--- src/rtl/seg_scan_driver.sv ---
// Two-digit time-multiplexed seven-segment driver: double-buffered patterns,
// frame-boundary commit, dead time between digits, optional leading-zero blanking.
module seg_scan_driver #(
    parameter int REFRESH_DIV  = 50000,
    parameter int BLANK_CYCLES = 16
) (
    input  logic       clk,
    input  logic       rst_n,
    input  logic       enable,
    input  logic       load,
    input  logic [6:0] seg1_in,
    input  logic [6:0] seg0_in,
    input  logic       blank_lz,
    output logic [6:0] seg_out,
    output logic [1:0] an,
    output logic       frame_tick,
    output logic       pending
);

    localparam int MAXC = (REFRESH_DIV > BLANK_CYCLES) ? REFRESH_DIV : BLANK_CYCLES;
    localparam int CW   = $clog2(MAXC + 1);
    localparam logic [CW-1:0] R_LAST  = CW'(REFRESH_DIV - 1);
    localparam logic [CW-1:0] B_LAST  = CW'(BLANK_CYCLES - 1);
    localparam logic [6:0]    SEG_OFF = '1;
    localparam logic [6:0]    ZERO    = 7'b0000001;

    typedef enum logic [1:0] {BLANK1, SHOW1, BLANK0, SHOW0} state_t;

    state_t          state_q, state_d;
    logic [CW-1:0]   cnt_q, cnt_d;
    logic [6:0]      shadow1_q, shadow1_d, shadow0_q, shadow0_d;
    logic [6:0]      disp1_q, disp1_d, disp0_q, disp0_d;
    logic            pending_q, pending_d;
    logic            tick_q, tick_d;
    logic [6:0]      seg_q, seg_d;
    logic [1:0]      an_q, an_d;
    logic            last, commit;

    always_ff @(posedge clk or negedge rst_n) begin
        if (!rst_n) begin
            state_q   <= BLANK1;
            cnt_q     <= '0;
            shadow1_q <= SEG_OFF;
            shadow0_q <= SEG_OFF;
            disp1_q   <= SEG_OFF;
            disp0_q   <= SEG_OFF;
            pending_q <= 1'b0;
            tick_q    <= 1'b0;
            seg_q     <= SEG_OFF;
            an_q      <= 2'b11;
        end else begin
            state_q   <= state_d;
            cnt_q     <= cnt_d;
            shadow1_q <= shadow1_d;
            shadow0_q <= shadow0_d;
            disp1_q   <= disp1_d;
            disp0_q   <= disp0_d;
            pending_q <= pending_d;
            tick_q    <= tick_d;
            seg_q     <= seg_d;
            an_q      <= an_d;
        end
    end

    always_comb begin
        state_d = state_q;
        cnt_d   = cnt_q + 1'b1;
        commit  = 1'b0;
        tick_d  = 1'b0;
        last    = (state_q == SHOW1 || state_q == SHOW0) ? (cnt_q == R_LAST)
                                                         : (cnt_q == B_LAST);

        // While disabled the FSM parks at the start of BLANK1 and commits every cycle
        if (!enable) begin
            state_d = BLANK1;
            cnt_d   = '0;
            commit  = 1'b1;
        end else if (last) begin
            cnt_d = '0;
            unique case (state_q)
                BLANK1: state_d = SHOW1;
                SHOW1:  state_d = BLANK0;
                BLANK0: state_d = SHOW0;
                SHOW0: begin
                    state_d = BLANK1;
                    commit  = 1'b1;
                    tick_d  = 1'b1;
                end
                default: state_d = BLANK1;
            endcase
        end

        shadow1_d = load ? seg1_in : shadow1_q;
        shadow0_d = load ? seg0_in : shadow0_q;
        pending_d = commit ? 1'b0 : (load ? 1'b1 : pending_q);

        // A load on the commit edge bypasses the shadow so it is not lost
        disp1_d = disp1_q;
        disp0_d = disp0_q;
        if (commit) begin
            if (load) begin
                disp1_d = seg1_in;
                disp0_d = seg0_in;
            end else if (pending_q) begin
                disp1_d = shadow1_q;
                disp0_d = shadow0_q;
            end
        end

        an_d  = 2'b11;
        seg_d = SEG_OFF;
        unique case (state_d)
            SHOW1: begin
                if (!(blank_lz && disp1_d == ZERO)) begin
                    an_d  = 2'b01;
                    seg_d = disp1_d;
                end
            end
            SHOW0: begin
                an_d  = 2'b10;
                seg_d = disp0_d;
            end
            default: ;
        endcase
    end

    assign seg_out    = seg_q;
    assign an         = an_q;
    assign frame_tick = tick_q;
    assign pending    = pending_q;

endmodule

--- config.mk ---
export PLATFORM = sky130hd
export DESIGN_NAME = seg_scan_driver
export DESIGN_NICKNAME = d
export VERILOG_FILES = /design/src/rtl/seg_scan_driver.sv
export SDC_FILE = /design/constraint.sdc
export NUM_CORES = 1
export LEC_CHECK = 0
export CELL_PAD_IN_SITES_DETAIL_PLACEMENT = 0
export CELL_PAD_IN_SITES_GLOBAL_PLACEMENT = 1
export CORE_ASPECT_RATIO = 0.7
export CORE_MARGIN = 5
export CORE_UTILIZATION = 44
export DETAILED_ROUTE_END_ITERATION = 10
export PLACE_DENSITY = 0.87
export SLEW_MARGIN = 20
export SYNTH_ARGS = -nofsm -noshare
export SYNTH_HDL_FRONTEND = slang
export SYNTH_SLANG_ARGS = --single-unit
--- constraint.sdc ---
create_clock -name clk -period 3.55 [get_ports clk]
set_input_delay 0.5325 -clock clk [delete_from_list [all_inputs] [get_ports clk]]
set_output_delay 0.5325 -clock clk [all_outputs]
set_load 0.1 [all_outputs]
==> reports/results.txt, run 1 <==
DR WL/cell -> 15.38 um
Hold Worst Slack -> 0.2495 ns
Rel. slew slack -> 0.3402
CP bufs+invs -> 0
Async S/R FF share, synth -> 1.000
post-CTS sizing -> 0
number of post-CTS setup repair buffers -> 0
Max-Cap Viols -> 0
largest net degree at the start of global routing -> 35
Seq pwr share -> 0.470
fmax -> 0.3196 GHz
non-filler cells, final -> 330
clk_skew -> 0.008864 ns
via count of the first global-routing pass -> 1722
synth top area cells -> dfstp_2 (38%), dfrtp_1 (20%), mux2_2 (7.1%)
Post-synth EDFFs -> 0
Comb power frac -> 0.096
maximum vdd drop -> 0.0002680 V
Final setup viols -> 0
area leader, netlist -> dfstp_2
area grow syn2layout -> 24.10%
most frequent CP cell -> o21ai_4
GP Congestion -> 0.8505
initial DRC count -> 130
post-synth top area share -> 0.3829
syn_nets -> 236
die width -> 100.8 um
switching share of power -> 0.2290
Initial DRT Pass Iterations -> 4
Max Slew Vio Count -> 0
Cell variety after synth -> 40
synth warn -> 0
Post-Route WL -> 5.077 mm
slowest cell on the critical path -> or4_4
register bit total from synthesis -> 57
ant diodes -> 0
Pwr per Cell Area -> 502.9 mW/mm^2
critical-path maximum fanout -> 10
switching pwr -> 362.8 uW
Detailed Place HPWL -> 3.731 mm
Worst-Skew Late Latency -> 0.34 ns
CP delay by family, top -> simple AND/OR/NAND/NOR gates
Critical Path Max Stage Delay -> 0.56 ns
clock tree root buffer cell -> clkbuf_8
hold_buf cts -> 0
# nets final -> 273
setup TNS -> 0 ns
Worst Setup Path Type -> reg -> reg
Avg Vias per Cell -> 5.097
placed insts -> 314
post-layout min period -> 3.129 ns
DIE HEIGHT -> 73.55 um
Residual DRC -> 0
Worst EP arrival -> 3.41 ns
overflow left after global routing -> 0
Syn Inst Count -> 213
Tcrit/Tclk final -> 0.8815
Ports -> 30
Die ar. -> 0.007413 sq mm
Initial Utilization -> 0.4478
Setup WS pre-CTS -> 0.4227 ns
setup slack after layout -> 0.4208 ns
syn_area_per_cell -> 11.92 sq um
share of cells above drive strength 1 -> 0.3373
sequential area share after synthesis -> 0.5801
Final Hold Vio Count -> 0
worst-margin pin slew -> 0.9867 ns
setup slack, reg-to-reg -> 0.42 ns
clock tree buffer depth -> 2
status -> finished, final reports clean
Clk pin slew, worst setup/hold paths -> 0.07 ns
count leader, synth -> dfstp_2
Synth top cells by count -> dfstp_2 (37), nor2_1 (25), nand2_1 (22)
clock network fraction of total power -> 0.433
core area -> 0.005669 sq mm
critical path launch point type -> flip-flop
Num CTS Buffers -> 9
routed vias -> 1682
CTS tree -> done
post-route ant nets -> 0
crit end category -> flip-flop
Post-Syn Area -> 0.002539 sq mm
global-route wire length before repair -> 8.562 mm
antenna violations before repair -> 0
worst path cell trace -> ha_1, or4b_1, or4_4, o21ai_4, o21ai_4, o22a_1, or4_4, o21ai_4, o22a_1
HP Class -> in -> async
RSZ-0062 raised after global routing -> false
Tot GR Track Use -> 0.1549
Top FF cell, synth -> dfstp_2
Rows -> 23
Leakage Power -> 1.302 nW
H-tree depth -> 3
CTS Sinks -> 57
CP required -> 3.83 ns
Internal -> 1.221 mW
Port Buf Inserts -> 29
## placed cells by master, fill, tap and decap left out, drive strengths merged, types with 6 or more instances in the layout
master and n:
or4 6, nor2 26, xnor2 7, nand2 22
o22a 11, mux2 16, and3 6, clkdlybuf4s50 28
dfstp 37, nand3 11, xor2 7, clkbuf 12
a21oi 7, dfrtp 20
## layout make-up
type	instances	area, sq um
clock buffer	12	187.7
clock inverter	4	45.04
fill	480	2519
inverter	4	15.01
multi-input combinational	145	1021
sequential	57	1473
tap	75	93.84
timing repair buffer	33	315.3
## power by group through the flow
stage               clock [mW]  combinational [mW]  sequential (mW)
global placement             0               0.151            0.754
detailed placement           0               0.155            0.756
finish                   0.686               0.153            0.745
floorplan                    0              0.0888            0.754
global route             0.730               0.169            0.751
CTS                      0.701               0.155            0.745
## flip-flops by register name (all words and copies together) (netlist names)
| signal | count |
|---|---|
| an | 2 |
| cnt_q | 16 |
| disp0_q | 7 |
| disp1_q | 7 |
| frame_tick | 1 |
| pending | 1 |
| seg_out | 7 |
| shadow0_q | 7 |
| shadow1_q | 7 |
| state_q | 2 |
## layer usage
| metal | global-route usage | wire length (um) | part of all wire |
|---|---|---|---|
| met1 | 0.2240 | 2561 | 0.50 |
| met2 | 0.2130 | 2182 | 0.43 |
| met3 | 0.04839 | 249 | 0.049 |
| met4 | 0.06726 | 84 | 0.017 |
| met5 | 0 | 0 | 0 |
## final timing paths
| kind | startpoint | endpoint | cells past startpoint |
|---|---|---|---|
| min | rst_n | cnt_q[6] | 1 |
| max | state_q[0] | seg_out[4] | 9 |
| max in group asynchronous | rst_n | disp1_q[0] | 2 |
| min reg2reg | disp0_q[6] | disp0_q[6] | 2 |
| max reg2reg | state_q[0] | seg_out[4] | 9 |
| min in group clk | disp0_q[6] | disp0_q[6] | 2 |
## metrics by stage
step	total power [mW]	utilization	area [sq um]
2_1_floorplan	0.8430	-	2539
3_3_place_gp	0.9043	0.5147	2918
3_5_place_dp	0.9107	0.5147	2918
4_1_cts	1.602	0.5557	3151
5_1_grt	1.650	0.5557	3151
6_report	1.584	0.5557	3151
## cells by family (layout without fill, tap and decap cells)
| group | count (synthesis) | in the layout | synth area share |
|---|---|---|---|
| multiplexers | 19 | 19 | 0.08428 |
| buffers and inverters | 11 | 53 | 0.01774 |
| adder cells (fa/ha/maj) | 4 | 4 | 0.01971 |
| AO/OA/AOI/OAI | 27 | 27 | 0.08872 |
| XOR/XNOR | 14 | 14 | 0.04830 |
| flip-flops | 57 | 57 | 0.5801 |
| AND/OR/NAND/NOR | 81 | 81 | 0.1612 |
Note: power is estimated with default switching activity, not from simulation.
==> run 2: changes to the inputs <==
==> constraint.sdc (replaced) <==
create_clock -name clk -period 3.55 [get_ports clk]
set_input_delay 0.355 -clock clk [delete_from_list [all_inputs] [get_ports clk]]
set_output_delay 0.355 -clock clk [all_outputs]
set_load 0.1 [all_outputs]
==> reports/results.txt, run 2 (synthesis gave the netlist of run 1 again) <==
share of cells above drive strength 1 -> 0.3373 (unchanged)
crit end category -> flip-flop (unchanged)
Avg Vias per Cell -> 5.042 (was 5.097)
RSZ-0062 raised after global routing -> false (unchanged)
Leakage Power -> 1.269 nW (was 1.302 nW)
Initial Utilization -> 0.4478 (unchanged)
Clk pin slew, worst setup/hold paths -> 0.07 ns (about the same)
commonest non-fill, non-tap cell in the layout -> dfstp_2 (unchanged)
setup slack, reg-to-reg -> 0.38 ns (was 0.42 ns)
Pwr Total -> 1.406 mW (was 1.584 mW)
status -> finished, final reports clean (unchanged)
Rows -> 23 (unchanged)
antenna violations before repair -> 0 (unchanged)
area grow syn2layout -> 21.64% (was 24.10%)
critical path launch point type -> flip-flop (unchanged)
Pwr per Cell Area -> 455.4 mW/mm^2 (was 502.9 mW/mm^2)
post-route ant nets -> 0 (unchanged)
Tcrit/Tclk final -> 0.8940 (was 0.8815)
Ports -> 30 (unchanged)
Max Slew Vio Count -> 0 (unchanged)
Tot GR Track Use -> 0.1488 (was 0.1549)
Port Buf Inserts -> 29 (unchanged)
Residual DRC -> 0 (unchanged)
CTS Sinks -> 57 (unchanged)
Final Hold Vio Count -> 0 (unchanged)
Worst-Skew Late Latency -> 0.33 ns (was 0.34 ns)
global-route wire length before repair -> 8.211 mm (was 8.562 mm)
fmax -> 0.3151 GHz (was 0.3196 GHz)
DIE HEIGHT -> 73.55 um (unchanged)
multi-input combinational cell area -> 0.001021 sq mm (unchanged)
reg-to-reg critical path endpoint -> seg_out[6] (was seg_out[4])
critical-path maximum fanout -> 10 (unchanged)
Worst EP arrival -> 3.45 ns (was 3.41 ns)
setup TNS -> 0 ns (unchanged)
Post-Route WL -> 4.945 mm (was 5.077 mm)
largest net degree at the start of global routing -> 33 (was 35)
fillers -> 469 (was 480)
maximum vdd drop -> 0.0002841 V (was 0.0002680 V)
Worst Setup Path Type -> reg -> reg (unchanged)
overflow left after global routing -> 0 (unchanged)
CP required -> 3.83 ns (about the same)
routed vias -> 1664 (was 1682)
Initial DRT Pass Iterations -> 4 (unchanged)
FF-to-FF path depth -> 9 (unchanged)
CTS tree -> done (unchanged)
reg2reg start -> state_q[0] (unchanged)
hold_buf cts -> 0 (unchanged)
ant diodes -> 0 (unchanged)
H-tree depth -> 3 (unchanged)
clock tree buffer depth -> 2 (unchanged)
non-filler cells, final -> 330 (unchanged)
Final setup viols -> 0 (unchanged)
most frequent cells in the layout -> dfstp_2 (37), clkdlybuf4s50_1 (28), nor2_1 (25) (unchanged)
worst-margin pin slew -> 0.9759 ns (was 0.9867 ns)
Max-Cap Viols -> 0 (unchanged)
Num CTS Buffers -> 9 (unchanged)
Rel. slew slack -> 0.3474 (was 0.3402)
HP Class -> in -> async (unchanged)
Final Util -> 0.5447 (was 0.5557)
placed insts -> 314 (unchanged)
Finished Cell Area -> 0.003088 sq mm (was 0.003151 sq mm)
clock tree root buffer cell -> clkbuf_8 (unchanged)
core area -> 0.005669 sq mm (unchanged)
die width -> 100.8 um (unchanged)
max reg flops -> 16 (unchanged)
# nets final -> 273 (unchanged)
register area -> 0.001473 sq mm (unchanged)
GP Congestion -> 0.8610 (was 0.8505)
Cell Area, Placed -> 0.002918 sq mm (unchanged)
initial DRC count -> 61 (was 130)
Die ar. -> 0.007413 sq mm (unchanged)
DR WL/cell -> 14.98 um (was 15.38 um)
post-CTS sizing -> 0 (unchanged)
post-layout min period -> 3.174 ns (was 3.129 ns)
Reg with most FFs -> cnt_q (unchanged)
clk_skew -> 0.006725 ns (was 0.008864 ns)
via count of the first global-routing pass -> 1645 (was 1722)
number of post-CTS setup repair buffers -> 0 (unchanged)
Detailed Place HPWL -> 3.659 mm (was 3.731 mm)
==> run 2: changes by cell type in the layout (fill, tap and decap cells not counted), sizes merged <==
cell / previous run / this run
bufinv: 1 / 0
clkbuf: 12 / 9
clkinv: 3 / 5
clkinvlp: 0 / 1
inv: 4 / 5
==> run 2: how the worst max path moves through the flow <==
stage	start	end	slack, ns	depth (start not counted)
floorplan	state_q[0]	seg_out[2]	0.51	10
global placement	state_q[0]	seg_out[2]	0.51	9
detailed placement	state_q[0]	seg_out[4]	0.40	9
CTS	state_q[0]	seg_out[6]	0.38	9
global route	state_q[0]	seg_out[6]	0.30	9
finish	state_q[0]	seg_out[6]	0.38	9
==> run 2: area by class of cell <==
class | instances | share of cell area
sequential | 57 | 0.4769
tap | 75 | 0.03039
clock buffer | 9 | 0.04011
timing repair buffer | 33 | 0.1021
multi-input combinational | 145 | 0.3306
inverter | 4 | 0.004862
clock inverter | 7 | 0.01499
==> run 2: through the flow <==
step                      hold WS, ns  setup slack (ns)
after floorplan               0.05941            0.5132
after global placement         0.4313            0.5118
after detailed placement       0.4384            0.3973
after CTS                     0.07460            0.3808
after global routing           0.1113            0.2955
final                         0.06791            0.3765
==> run 2: power breakdown <==
group | internal (mW) | switching [mW]
sequential | 0.728 | 0.0169
combinational | 0.0686 | 0.0840
clock | 0.251 | 0.257
==> run 2: critical path, stage by stage, from the launching register on <==
cell     delay [ns]
dfrtp_1        0.44
ha_1           0.20
or4b_1         0.44
or4_4          0.45
o21ai_4        0.19
o21ai_4        0.14
o22a_1         0.28
or4_4          0.56
o21ai_4        0.24
o22a_1         0.18
==> run 2: per-layer routing <==
metal | GRT usage | vias to the layer above | share of wire
met5 | 0 | - | 0
met3 | 0.05598 | 4 | 0.046
met4 | 0.06278 | 0 | 0.0083
met1 | 0.2201 | 811 | 0.53
li1 | - | 817 | -
met2 | 0.1918 | 32 | 0.41
==> run 3: changes to the inputs <==
CORE_UTILIZATION = 48   (was 44)
HOLD_SLACK_MARGIN = 0.12   (was unset)
PLACE_DENSITY = 0.93   (was 0.87)
clock period = 3.7 ns   (was 3.55 ns; I/O delays follow)
==> reports/results.txt, run 3 (synthesis gave the netlist of run 1 again) <==
status -> finished, final reports clean (unchanged)
Detailed Place HPWL -> 3.562 mm (was 3.659 mm)
Leakage Power -> 1.295 nW (was 1.269 nW)
global-route wire length before repair -> 8.521 mm (was 8.211 mm)
largest net degree at the start of global routing -> 58 (was 33)
Final setup viols -> 0 (unchanged)
Rel. slew slack -> 0.3457 (was 0.3474)
clk_skew -> 0.01173 ns (was 0.006725 ns)
CTS Sinks -> 57 (unchanged)
routed vias -> 1714 (was 1664)
post-CTS sizing -> 0 (unchanged)
worst path cell trace -> ha_1, or4b_1, or4_4, o21a_1, o21ai_0, nand3_1, or4_4, o21ai_4, o22a_1 (was ha_1, or4b_1, or4_4, o21ai_4, o21ai_4, o22a_1, or4_4, o21ai_4, o22a_1)
Worst EP arrival -> 3.50 ns (was 3.45 ns)
multi-input combinational cell area -> 0.001021 sq mm (unchanged)
Max-Cap Viols -> 0 (unchanged)
Clk pin slew, worst setup/hold paths -> 0.07 ns (about the same)
most frequent CP cell -> or4_4 (was o21ai_4)
register area -> 0.001473 sq mm (unchanged)
HP Class -> in -> async (unchanged)
DR WL/cell -> 15.63 um (was 14.98 um)
Worst-Skew Late Latency -> 0.34 ns (was 0.33 ns)
Critical Path Max Stage Delay -> 0.47 ns (was 0.56 ns)
Pwr Total -> 1.524 mW (was 1.406 mW)
reg2reg start -> state_q[0] (unchanged)
post-layout min period -> 3.205 ns (was 3.174 ns)
fmax -> 0.3120 GHz (was 0.3151 GHz)
Critical Path Source -> state_q[0] (unchanged)
number of post-CTS setup repair buffers -> 0 (unchanged)
via count of the first global-routing pass -> 1706 (was 1645)
Hold Worst Slack -> 0.1455 ns (was 0.06791 ns)
slowest cell on the critical path -> or4_4 (unchanged)
core area -> 0.005175 sq mm (was 0.005669 sq mm)
clock tree root buffer cell -> clkbuf_8 (unchanged)
worst-margin pin slew -> 0.9784 ns (was 0.9759 ns)
DIE HEIGHT -> 70.85 um (was 73.55 um)
Max Slew Vio Count -> 0 (unchanged)
max reg flops -> 16 (unchanged)
Initial Utilization -> 0.4906 (was 0.4478)
DR top layer -> met4 (unchanged)
ant diodes -> 0 (unchanged)
setup TNS -> 0 ns (unchanged)
WL met2 -> 2.178 mm (was 2.032 mm)
Num CTS Buffers -> 9 (unchanged)
Final Util -> 0.6057 (was 0.5447)
hold_buf cts -> 0 (unchanged)
critical path launch point type -> flip-flop (unchanged)
Avg Vias per Cell -> 5.258 (was 5.042)
met3 routed WL -> 287 um (was 227 um)
share of cells above drive strength 1 -> 0.3346 (was 0.3373)
CP required -> 3.99 ns (was 3.83 ns)
overflow left after global routing -> 0 (unchanged)
CTS tree -> done (unchanged)
Rows -> 22 (was 23)
Port Buf Inserts -> 29 (unchanged)
post-route ant nets -> 0 (unchanged)
clock tree buffer depth -> 2 (unchanged)
GP Congestion -> 0.8280 (was 0.8610)
RSZ-0062 raised after global routing -> false (unchanged)
Reg with most FFs -> cnt_q (unchanged)
Post-Route WL -> 5.097 mm (was 4.945 mm)
Die ar. -> 0.006867 sq mm (was 0.007413 sq mm)
critical-path maximum fanout -> 9 (was 10)
area grow syn2layout -> 23.46% (was 21.64%)
crit end category -> flip-flop (unchanged)
Ports -> 30 (unchanged)
Initial DRT Pass Iterations -> 4 (unchanged)
die width -> 96.93 um (was 100.8 um)
maximum vdd drop -> 0.0003012 V (was 0.0002841 V)
commonest non-fill, non-tap cell in the layout -> dfstp_2 (unchanged)
placed insts -> 310 (was 314)
Residual DRC -> 0 (unchanged)
most frequent cells in the layout -> dfstp_2 (37), clkdlybuf4s50_1 (28), nor2_1 (25) (unchanged)
non-filler cells, final -> 326 (was 330)
H-tree depth -> 3 (unchanged)
Final Hold Vio Count -> 0 (unchanged)
met1 WL -> 2.547 mm (was 2.643 mm)
Pwr per Cell Area -> 486.3 mW/mm^2 (was 455.4 mW/mm^2)
initial DRC count -> 117 (was 61)
Tcrit/Tclk final -> 0.8663 (was 0.8940)
antenna violations before repair -> 0 (unchanged)
fillers -> 456 (was 469)
# nets final -> 272 (was 273)
Tot GR Track Use -> 0.1620 (was 0.1488)
Worst Setup Path Type -> reg -> reg (unchanged)
## run 3: cell count changes in the layout (fill, tap and decap cells not counted)
cell | previous run | this run
clkinvlp_4 | 1 | 0
clkbuf_8 | 9 | 11
bufinv_16 | 0 | 2
buf_4 | 4 | 3
clkinv_2 | 3 | 2
clkinv_4 | 2 | 0
## run 3: cell type report
class                           count  area share
Clock inverter                      5     0.02435
Multi-Input combinational cell    145      0.3257
Tap cell                           72     0.02874
Inverter                            4    0.004790
Timing Repair Buffer               32     0.09820
Clock buffer                       11     0.04830
Sequential cell                    57      0.4699
## run 3: power by group
part	internal, mW	total [mW]	switching (mW)
sequential	0.699	0.716	0.0171
clock	0.414	0.661	0.248
combinational	0.0653	0.147	0.0817
total	1.18	1.52	0.347
## run 3: routing by layer
layer / track usage / up-vias
li1: - / 812
met1: 0.2336 / 857
met2: 0.2133 / 34
met3: 0.06798 / 11
met4: 0.06542 / 0
met5: 0 / -
## run 3: worst max-delay path: cells and delay by family (launching register included)
kind	cells	cell delay (ns)
AND/OR/NAND/NOR	4	1.57
adder cells (fa/ha/maj)	1	0.19
AO/OA/AOI/OAI	4	0.96
flip-flops	1	0.43
## run 3: worst paths after layout
kind / slack [ns] / depth (start not counted) / end
max: 0.49 / 9 / seg_out[4]
min: 0.15 / 2 / cnt_q[5]
max reg2reg: 0.49 / 9 / seg_out[4]
min reg2reg: 0.47 / 2 / disp0_q[6]
max in group asynchronous: 3.10 / 2 / cnt_q[1]
min in group clk: 0.47 / 2 / disp0_q[6]
## run 3: metrics by stage
stage	worst slack (ns)	instance area (sq um)
6_report	0.4948	3134
5_1_grt	0.2651	3134
4_1_cts	0.5048	3134
3_5_place_dp	0.5473	2907
3_3_place_gp	0.6312	2907
2_1_floorplan	0.6632	2539
